File: config.mk
export PLATFORM = sky130hd
export DESIGN_NAME = rle_enc_param
export DESIGN_NICKNAME = d
export VERILOG_FILES = /design/src/rtl/rle_enc_param.sv
export SDC_FILE = /design/constraint.sdc
export NUM_CORES = 1
export LEC_CHECK = 0
export BUFFER_PORTS_ARGS = -buffer_cell sky130_fd_sc_hd__buf_2
export CAP_MARGIN = 20
export CORE_MARGIN = 4
export CORE_UTILIZATION = 35
export CTS_BUF_LIST = sky130_fd_sc_hd__clkbuf_4
export DETAILED_ROUTE_END_ITERATION = 7
export PLACE_DENSITY = 0.49
export SYNTH_ARGS = -nofsm -noshare
export SYNTH_HDL_FRONTEND = slang
export SYNTH_SLANG_ARGS = --single-unit
File: constraint.sdc
create_clock -name core_clk -period 12.08 [get_ports core_clk]
set_input_delay 3.624 -clock core_clk [delete_from_list [all_inputs] [get_ports core_clk]]
set_output_delay 3.624 -clock core_clk [all_outputs]
set_load 0.005 [all_outputs]
File: src/rtl/rle_enc_param.sv
// Parametrised run-length encoder with per-channel compare mask, flush and a
// FWFT output FIFO. Optional RLE_STATS_EN adds sample/word counters.
module rle_enc_param #(
  parameter int DW      = 16,
  parameter int FIFO_AW = 3
) (
  input  logic          core_clk,
  input  logic          core_rst,
  input  logic [DW-1:0] capture_data,
  input  logic          capture_valid,
  input  logic [DW-2:0] capture_mask,
  input  logic          flush,
  output logic [DW-1:0] rle_data,
  output logic          rle_valid,
  input  logic          rle_ready,
  output logic          overflow,
  output logic          idle
`ifdef RLE_STATS_EN
  ,
  output logic [31:0]   sample_count,
  output logic [31:0]   word_count
`endif
);

  localparam int SW    = DW - 1;
  localparam int DEPTH = 1 << FIFO_AW;
  localparam logic [SW-1:0]      MAX_CNT  = '1;
  localparam logic [SW-1:0]      CNT_LAST = MAX_CNT - 1'b1;
  localparam logic [FIFO_AW+1:0] DEPTH_W  = (FIFO_AW + 2)'(DEPTH);

  typedef enum logic {
    ST_IDLE = 1'b0,
    ST_RUN  = 1'b1
  } state_t;

  // Handshake: a word moves to the consumer on any edge where rle_valid and
  // rle_ready are both high; rle_data is held while rle_valid & ~rle_ready.

  state_t        state, state_nxt;
  logic [SW-1:0] old_q, old_nxt;
  logic [SW-1:0] cnt_q, cnt_nxt;
  logic [DW-1:0] push_w0, push_w1;
  logic [1:0]    push_n;
  logic [SW-1:0] sample;
  logic          sample_eq;
  logic          unused_msb;

  assign sample     = capture_data[SW-1:0];
  assign unused_msb = capture_data[DW-1];
  assign sample_eq  = ((sample ^ old_q) & capture_mask) == '0;

  always_comb begin
    state_nxt = state;
    old_nxt   = old_q;
    cnt_nxt   = cnt_q;
    push_w0   = '0;
    push_w1   = '0;
    push_n    = 2'd0;

    if (capture_valid) begin
      if (state == ST_IDLE) begin
        push_w0   = {1'b0, sample};
        push_n    = 2'd1;
        old_nxt   = sample;
        cnt_nxt   = '0;
        state_nxt = ST_RUN;
      end else if (sample_eq) begin
        // A saturated run is emitted early so a count word never wraps to 0.
        if (cnt_q == CNT_LAST) begin
          push_w0 = {1'b1, MAX_CNT};
          push_n  = 2'd1;
          cnt_nxt = '0;
        end else begin
          cnt_nxt = cnt_q + 1'b1;
        end
      end else begin
        if (cnt_q != '0) begin
          push_w0 = {1'b1, cnt_q};
          push_w1 = {1'b0, sample};
          push_n  = 2'd2;
        end else begin
          push_w0 = {1'b0, sample};
          push_n  = 2'd1;
        end
        old_nxt = sample;
        cnt_nxt = '0;
      end
    end

    // Flush sees the post-sample count, so at most two words per cycle.
    if (flush) begin
      if (state_nxt == ST_RUN && cnt_nxt != '0) begin
        if (push_n == 2'd0) begin
          push_w0 = {1'b1, cnt_nxt};
        end else begin
          push_w1 = {1'b1, cnt_nxt};
        end
        push_n = push_n + 2'd1;
      end
      cnt_nxt   = '0;
      state_nxt = ST_IDLE;
    end
  end

  always_ff @(posedge core_clk) begin
    if (core_rst) begin
      state <= ST_IDLE;
      old_q <= '0;
      cnt_q <= '0;
    end else begin
      state <= state_nxt;
      old_q <= old_nxt;
      cnt_q <= cnt_nxt;
    end
  end

  logic [DW-1:0]      mem [DEPTH];
  logic [FIFO_AW:0]   wr_ptr, rd_ptr, fill;
  logic [FIFO_AW+1:0] free_slots;
  logic [FIFO_AW-1:0] wr_idx0, wr_idx1;
  logic               fifo_empty, pop, push_fits, do_push;

  assign fill       = wr_ptr - rd_ptr;
  assign fifo_empty = (fill == '0);
  assign pop        = rle_valid & rle_ready;
  assign free_slots = DEPTH_W - {1'b0, fill} + {{(FIFO_AW + 1){1'b0}}, pop};
  // All words of a cycle are written together or dropped together.
  assign push_fits  = {{FIFO_AW{1'b0}}, push_n} <= free_slots;
  assign do_push    = (push_n != 2'd0) && push_fits;
  assign wr_idx0    = wr_ptr[FIFO_AW-1:0];
  assign wr_idx1    = wr_idx0 + 1'b1;

  always_ff @(posedge core_clk) begin
    if (do_push) begin
      mem[wr_idx0] <= push_w0;
      if (push_n == 2'd2) begin
        mem[wr_idx1] <= push_w1;
      end
    end
  end

  always_ff @(posedge core_clk) begin
    if (core_rst) begin
      wr_ptr   <= '0;
      rd_ptr   <= '0;
      overflow <= 1'b0;
    end else begin
      if (do_push) begin
        wr_ptr <= wr_ptr + {{(FIFO_AW - 1){1'b0}}, push_n};
      end
      rd_ptr <= rd_ptr + {{FIFO_AW{1'b0}}, pop};
      if (push_n != 2'd0 && !push_fits) begin
        overflow <= 1'b1;
      end
    end
  end

  assign rle_valid = ~fifo_empty;
  assign rle_data  = rle_valid ? mem[rd_ptr[FIFO_AW-1:0]] : '0;
  assign idle      = (state == ST_IDLE) && fifo_empty;

`ifdef RLE_STATS_EN
  always_ff @(posedge core_clk) begin
    if (core_rst) begin
      sample_count <= '0;
      word_count   <= '0;
    end else begin
      sample_count <= sample_count + 32'(capture_valid);
      word_count   <= word_count + 32'(pop);
    end
  end
`endif

endmodule

==> impl_metrics.csv, run 1 <==
group,metric,value,unit
power_and_ir_drop,ir_drop,67.5,µV
floorplan,rows,60,
yosys,yosys_most_used_dff,"edfxtp_1",
place,hpwl,18500,µm
place,place_congestion,0.877,
detailed_routing,wire_per_inst,22.9,µm
clock_tree,cts-resized-gates,0,
critical_path,cp_common_cell,"o21ai_0",
global_routing,grt_pass1_wl,43200,µm
yosys,syn_nets,884,
timing,worstMarginPinSlew,1100,ps
detailed_routing,wl,28700,µm
critical_path,crit_fanout,16,
min_path,worstHoldStart,"old_q[3]",
layout,areaGrowthSynthToFinish,10.8,%
detailed_routing,drt-initial-drc-count,581,
timing,fin_crit,9030,ps
yosys,synth-seq-cells,168,
place,port_buffers,53,
critical_path,slowest_stage,"o31ai_4",
floorplan,dieWidth,175,µm
floorplan,die_h,175,µm
critical_path,reg2reg_to,"mem[7][6]",
detailed_routing,via_per_inst,5.51,
yosys,synth.cell_area,9770,µm²
critical_path,cp-end-kind,"flip-flop",
detailed_routing,drcViolationCount,0,
timing,setup_viol,0,
global_routing,grt-ovfl-total,0,
detailed_routing,ant_nets,0,
global_routing,antenna_found_initial,1,
timing,relSlewSlack,0.263,
power_and_ir_drop,p_per_area,132,nW/µm²
floorplan,initial_core_util,0.360,
clock_tree,htree_levels,4,
detailed_routing,first_pass_iters,5,
timing,hold_viol_final,0,
yosys,yosysWarnings,0,
power_and_ir_drop,p_total,1.43,mW
clock_tree,root_buffer,"clkbuf_4",
min_path,hold_class,"flip-flop to flip-flop",
timing,finClkSkew,32.3,ps
critical_path,start_kind,"primary input",
timing,fin_crit_sh,0.747,
clock_tree,cts_hold_buf,0,
yosys,postSynthCellCount,831,
timing,holdWs,538,ps
critical_path,cp_cell_sequence,"buf_2 > xor2_1 > a22oi_1 > nand4_1 > o21ai_0 > nand2_1 > o21ai_0 > ha_1 > nand3_1 > o21ai_0 > ha_1 > a21oi_1 > a21oi_1 > a22oi_1 > o31ai_4 > o31ai_4",
global_routing,grt_max_degree,37,
timing,setup_tns,0,ps
yosys,synth_edf_count,128,
timing,rsz0062_at_grt,"false",
clock_tree,cts_buffers,17,
timing,fmax,0.111,GHz
critical_path,max_stage_delay,980,ps
floorplan,dieArea,30700,µm²
status,status,"completed",
floorplan,core,27200,µm²
yosys,post_synth_num_cell_types,66,
critical_path,rrSetupSlack,5890,ps
clock_tree,clockBufferDepth,2,
global_routing,first_global_vias,6860,
detailed_routing,via_count,6909,
power_and_ir_drop,p_leak,4.02,nW
clock_tree,clock_latency,590,ps
floorplan,io_pins,55,
critical_path,criticalPathCategory,"primary input to flip-flop",
clock_tree,cts_tree,"yes",
min_path,hold_end,"old_q[3]",
yosys,ys_seq_area_frac,0.475,
min_path,hold_depth,2,
yosys,avgSynthCellArea,11.8,µm²
clock_tree,cts.clk_slew.worst_paths,150,ps
yosys,ys_async_sr_fraction,0,
timing,finalMaxSlewViolations,0,
flow_run,maxCapViolCount,0,
global_routing,grt_usage,0.187,
layout,finalNetCount,922,
critical_path,arrival,9230,ps
clock_tree,cts.sinks,168,
clock_tree,cts_setup_buffers,0,
critical_path,required,12280,ps
critical_path,r2r-start,"old_q[2]",
critical_path,reg2reg_depth,15,
layout,drive_gt1_frac,0.276,
where the power goes:
group | leakage (nW) | internal, mW | switching (mW) | total, mW
Sequential | 1.50 | 0.646 | 0.0124 | 0.659
Combinational | 2.36 | 0.194 | 0.248 | 0.442
Clock | 0.157 | 0.0972 | 0.237 | 0.334
Total | 4.02 | 0.937 | 0.497 | 1.43
cell usage in the layout, fill, tap and decap left out, types with 4 or more instances in the layout:
cell type	instances
buf_2	53
nor4_1	6
o22ai_1	11
inv_8	4
o31ai_1	7
nand3_1	15
xor2_1	22
buf_4	24
a211oi_1	5
nand4_1	11
edfxtp_1	128
a2bb2oi_1	11
clkinv_4	5
o41ai_2	4
nand2_1	72
and4_1	6
o21ai_1	11
mux2_2	80
a21boi_0	6
nor3_1	8
clkbuf_4	18
nand2b_1	7
a21oi_1	46
ha_1	15
a22oi_1	12
nor2b_1	9
mux2i_1	58
mux4_2	32
xnor2_1	7
o21ai_0	10
nor2_1	53
inv_1	16
dfxtp_1	38
layout make-up:
cell class / instances / area (µm²)
fill: 2728 / 16300
multi-input combinational: 588 / 4910
sequential: 168 / 4650
tap: 372 / 465
timing repair buffer: 77 / 445
clock inverter: 14 / 155
clock buffer: 18 / 135
inverter: 17 / 63.8
antenna: 1 / 2.50
Yosys cell counts, types with 11 or more instances:
master | count | share of area
edfxtp_1 | 128 | 0.39
mux2_2 | 80 | 0.092
nand2_1 | 72 | 0.028
mux2i_1 | 58 | 0.059
nor2_1 | 53 | 0.020
clkbuf_1 | 47 | 0.018
a21oi_1 | 46 | 0.024
dfxtp_1 | 40 | 0.082
mux4_2 | 32 | 0.074
xor2_1 | 22 | 0.020
inv_1 | 16 | 0.0061
ha_1 | 15 | 0.019
nand3_1 | 15 | 0.0077
a22oi_1 | 12 | 0.0092
a2bb2oi_1 | 11 | 0.0099
nand4_1 | 11 | 0.0070
o21ai_1 | 11 | 0.0056
o22ai_1 | 11 | 0.0070
metrics by stage:
step	cells	setup slack (ps)	instance area, µm²	util
floorplan	831	3070	9770	-
global placement	1222	2470	10500	0.388
detailed placement	1222	2480	10500	0.388
CTS	1254	3120	10800	0.398
global route	1255	2690	10800	0.398
finish	1255	3050	10800	0.398
registers in the layout, indices dropped and copies added (netlist names):
signal    count
mem         128
cnt_q        15
old_q        15
rd_ptr        4
wr_ptr        4
overflow      1
state         1
cells by family after synthesis:
group	share of synthesized area
mux	0.228
xor+xnor	0.0284
flops	0.475
compound gates	0.112
fa+ha+maj	0.0233
simple gates	0.103
buf+inv	0.0301
critical path, delay by kind of cell:
kind	cells	cell delay [ps]
XOR/XNOR	1	190
AND/OR/NAND/NOR	3	940
AO/OA/AOI/OAI	9	3790
buffers and inverters	1	150
adder cells (fa/ha/maj)	2	530
worst max-delay path by stage:
stage / from / to / slack (ps)
finish: capture_data[7] / mem[7][6] / 3050
global route: capture_data[7] / mem[7][6] / 2690
CTS: capture_data[7] / mem[3][13] / 3120
detailed placement: capture_data[7] / mem[3][7] / 2480
global placement: capture_data[7] / mem[7][10] / 2470
floorplan: capture_data[2] / mem[0][0] / 3070
metal layers:
layer	vias to the layer above	GRT usage	share of wire
met1	3460	0.265	0.47
met5	-	0	0
met3	20	0.0275	0.038
li1	3266	-	-
met2	163	0.306	0.48
met4	0	0.0350	0.0094
(Power assumes the default switching activity.)
==> run 2: changes to the inputs <==
Settings changed: PLACE_DENSITY 0.49 to 0.5.
Clock period 12.08 ns to 7.8 ns, I/O delays scaled along.
==> impl_metrics.csv, run 2 (same netlist as run 1, synthesis figures left out) <==
group,metric,value,unit
critical_path,r2r-start,"cnt_q[4]",
timing,holdWs,535,ps
timing,fmax,0.155,GHz
layout,fill_cells,2683,
floorplan,rows,60,
min_path,hold_end,"overflow",
timing,setup_viol,0,
place,hpwl,18900,µm
power_and_ir_drop,p_total,2.21,mW
critical_path,crit_fanout,16,
global_routing,grt-ovfl-total,0,
detailed_routing,wire_per_inst,22.2,µm
timing,worstMarginPinSlew,982,ps
critical_path,cp-startpoint,"capture_data[13]",
clock_tree,cts_tree,"yes",
timing,relSlewSlack,0.344,
critical_path,reg2reg_to,"mem[0][12]",
global_routing,grt_usage,0.183,
clock_tree,cts_setup_buffers,0,
floorplan,dieWidth,175,µm
clock_tree,htree_levels,4,
place,port_buffers,53,
timing,rsz0062_at_grt,"false",
clock_tree,cts_hold_buf,0,
detailed_routing,first_pass_iters,5,
layout,mostFrequentLayoutCell,"edfxtp_1",
detailed_routing,drt-initial-drc-count,624,
flow_run,maxCapViolCount,0,
detailed_routing,drcViolationCount,0,
layout,largest_register_ffs,128,
critical_path,required,8050,ps
critical_path,rrSetupSlack,2180,ps
layout,drive_gt1_frac,0.282,
layout,finalNetCount,931,
critical_path,reg2reg_depth,15,
clock_tree,cts_buffers,17,
global_routing,grt_pass1_wl,42700,µm
floorplan,io_pins,55,
clock_tree,clockBufferDepth,2,
min_path,hold_depth,2,
min_path,hold_class,"flip-flop to flip-flop",
layout,largest-register,"mem",
timing,setup_tns,0,ps
detailed_routing,via_count,6951,
global_routing,antenna_found_initial,1,
clock_tree,cts.clk_slew.worst_paths,170,ps
global_routing,grt_max_degree,36,
floorplan,die_h,175,µm
layout,final_cell_mix,"edfxtp_1, mux2_2, nand2_1",
layout,top_regs,"mem: 128 flops, cnt_q: 15 flops, old_q: 15 flops",
timing,finClkSkew,36.7,ps
critical_path,arrival,6720,ps
clock_tree,clock_latency,580,ps
floorplan,dieArea,30700,µm²
status,status,"completed",
power_and_ir_drop,p_per_area,203,nW/µm²
power_and_ir_drop,p_leak,4.06,nW
clock_tree,cts-resized-gates,0,
critical_path,criticalPathCategory,"primary input to flip-flop",
layout,areaGrowthSynthToFinish,11.4,%
timing,fin_crit_sh,0.829,
detailed_routing,wl,28000,µm
power_and_ir_drop,ir_drop,133,µV
floorplan,initial_core_util,0.360,
place,place_congestion,0.893,
global_routing,first_global_vias,6906,
detailed_routing,via_per_inst,5.50,
critical_path,start_kind,"primary input",
timing,finalMaxSlewViolations,0,
floorplan,core,27200,µm²
detailed_routing,ant_nets,0,
clock_tree,cts.sinks,168,
timing,fin_crit,6470,ps
clock_tree,root_buffer,"clkbuf_4",
critical_path,cp-end-kind,"flip-flop",
min_path,worstHoldStart,"overflow",
timing,hold_viol_final,0,
[run 2: cell count changes in the layout (fill, tap and decap cells not counted)]
cell / delta
clkinvlp_4: +1
clkinv_1: +1
clkinv_4: -1
buf_4: +9
clkbuf_4: -1
clkinv_8: -1
inv_8: +1
[run 2: where the power goes]
part	switching [mW]	internal, mW
sequential	0.0156	1.00
combinational	0.381	0.301
clock	0.372	0.145
total	0.768	1.45
[run 2: how the worst max path moves through the flow]
stage / end / cells after the start
2_1_floorplan: mem[0][0] / 16
3_3_place_gp: mem[0][7] / 17
3_5_place_dp: mem[0][7] / 17
4_1_cts: mem[0][12] / 17
5_1_grt: mem[0][12] / 17
6_report: mem[0][12] / 17
[run 2: area by class of cell]
type                    instances  area (µm²)  share of cell area
flip-flops and latches        168        4650               0.427
inverters                      17        63.8             0.00586
clock buffers                  17         128              0.0117
multi-input cells             588        4910               0.451
clock inverters                15         153              0.0140
well taps                     372         465              0.0428
diodes                          1        2.50            0.000230
repair buffers                 86         513              0.0471
[run 2: metal layers]
| metal | track usage | vias up | wire [µm] |
|---|---|---|---|
| li1 | - | 3286 | - |
| met1 | 0.255 | 3454 | 13000 |
| met2 | 0.304 | 192 | 13600 |
| met3 | 0.0288 | 19 | 1170 |
| met4 | 0.0344 | 0 | 298 |
| met5 | 0 | - | 0 |
[run 2: critical path, stage by stage]
cell     delay (ps)
buf_2           140
xor2_1          160
a22oi_1         220
nand4_1         440
nor3_1          460
buf_4           210
a221o_1         160
or3_1           290
nor2_1          110
o21ai_0         380
ha_1            330
a21oi_1         130
a21oi_1          90
a22oi_1         360
o31ai_4         280
o41ai_2         250
buf_4           350
[run 2: per-stage QoR]
step	setup WS, ps	cell area [µm²]	utilization	std cells
2_1_floorplan	70.1	9770	-	831
3_3_place_gp	710	10600	0.390	1231
3_5_place_dp	731	10600	0.390	1231
4_1_cts	1360	10900	0.400	1263
5_1_grt	968	10900	0.401	1264
6_report	1330	10900	0.401	1264
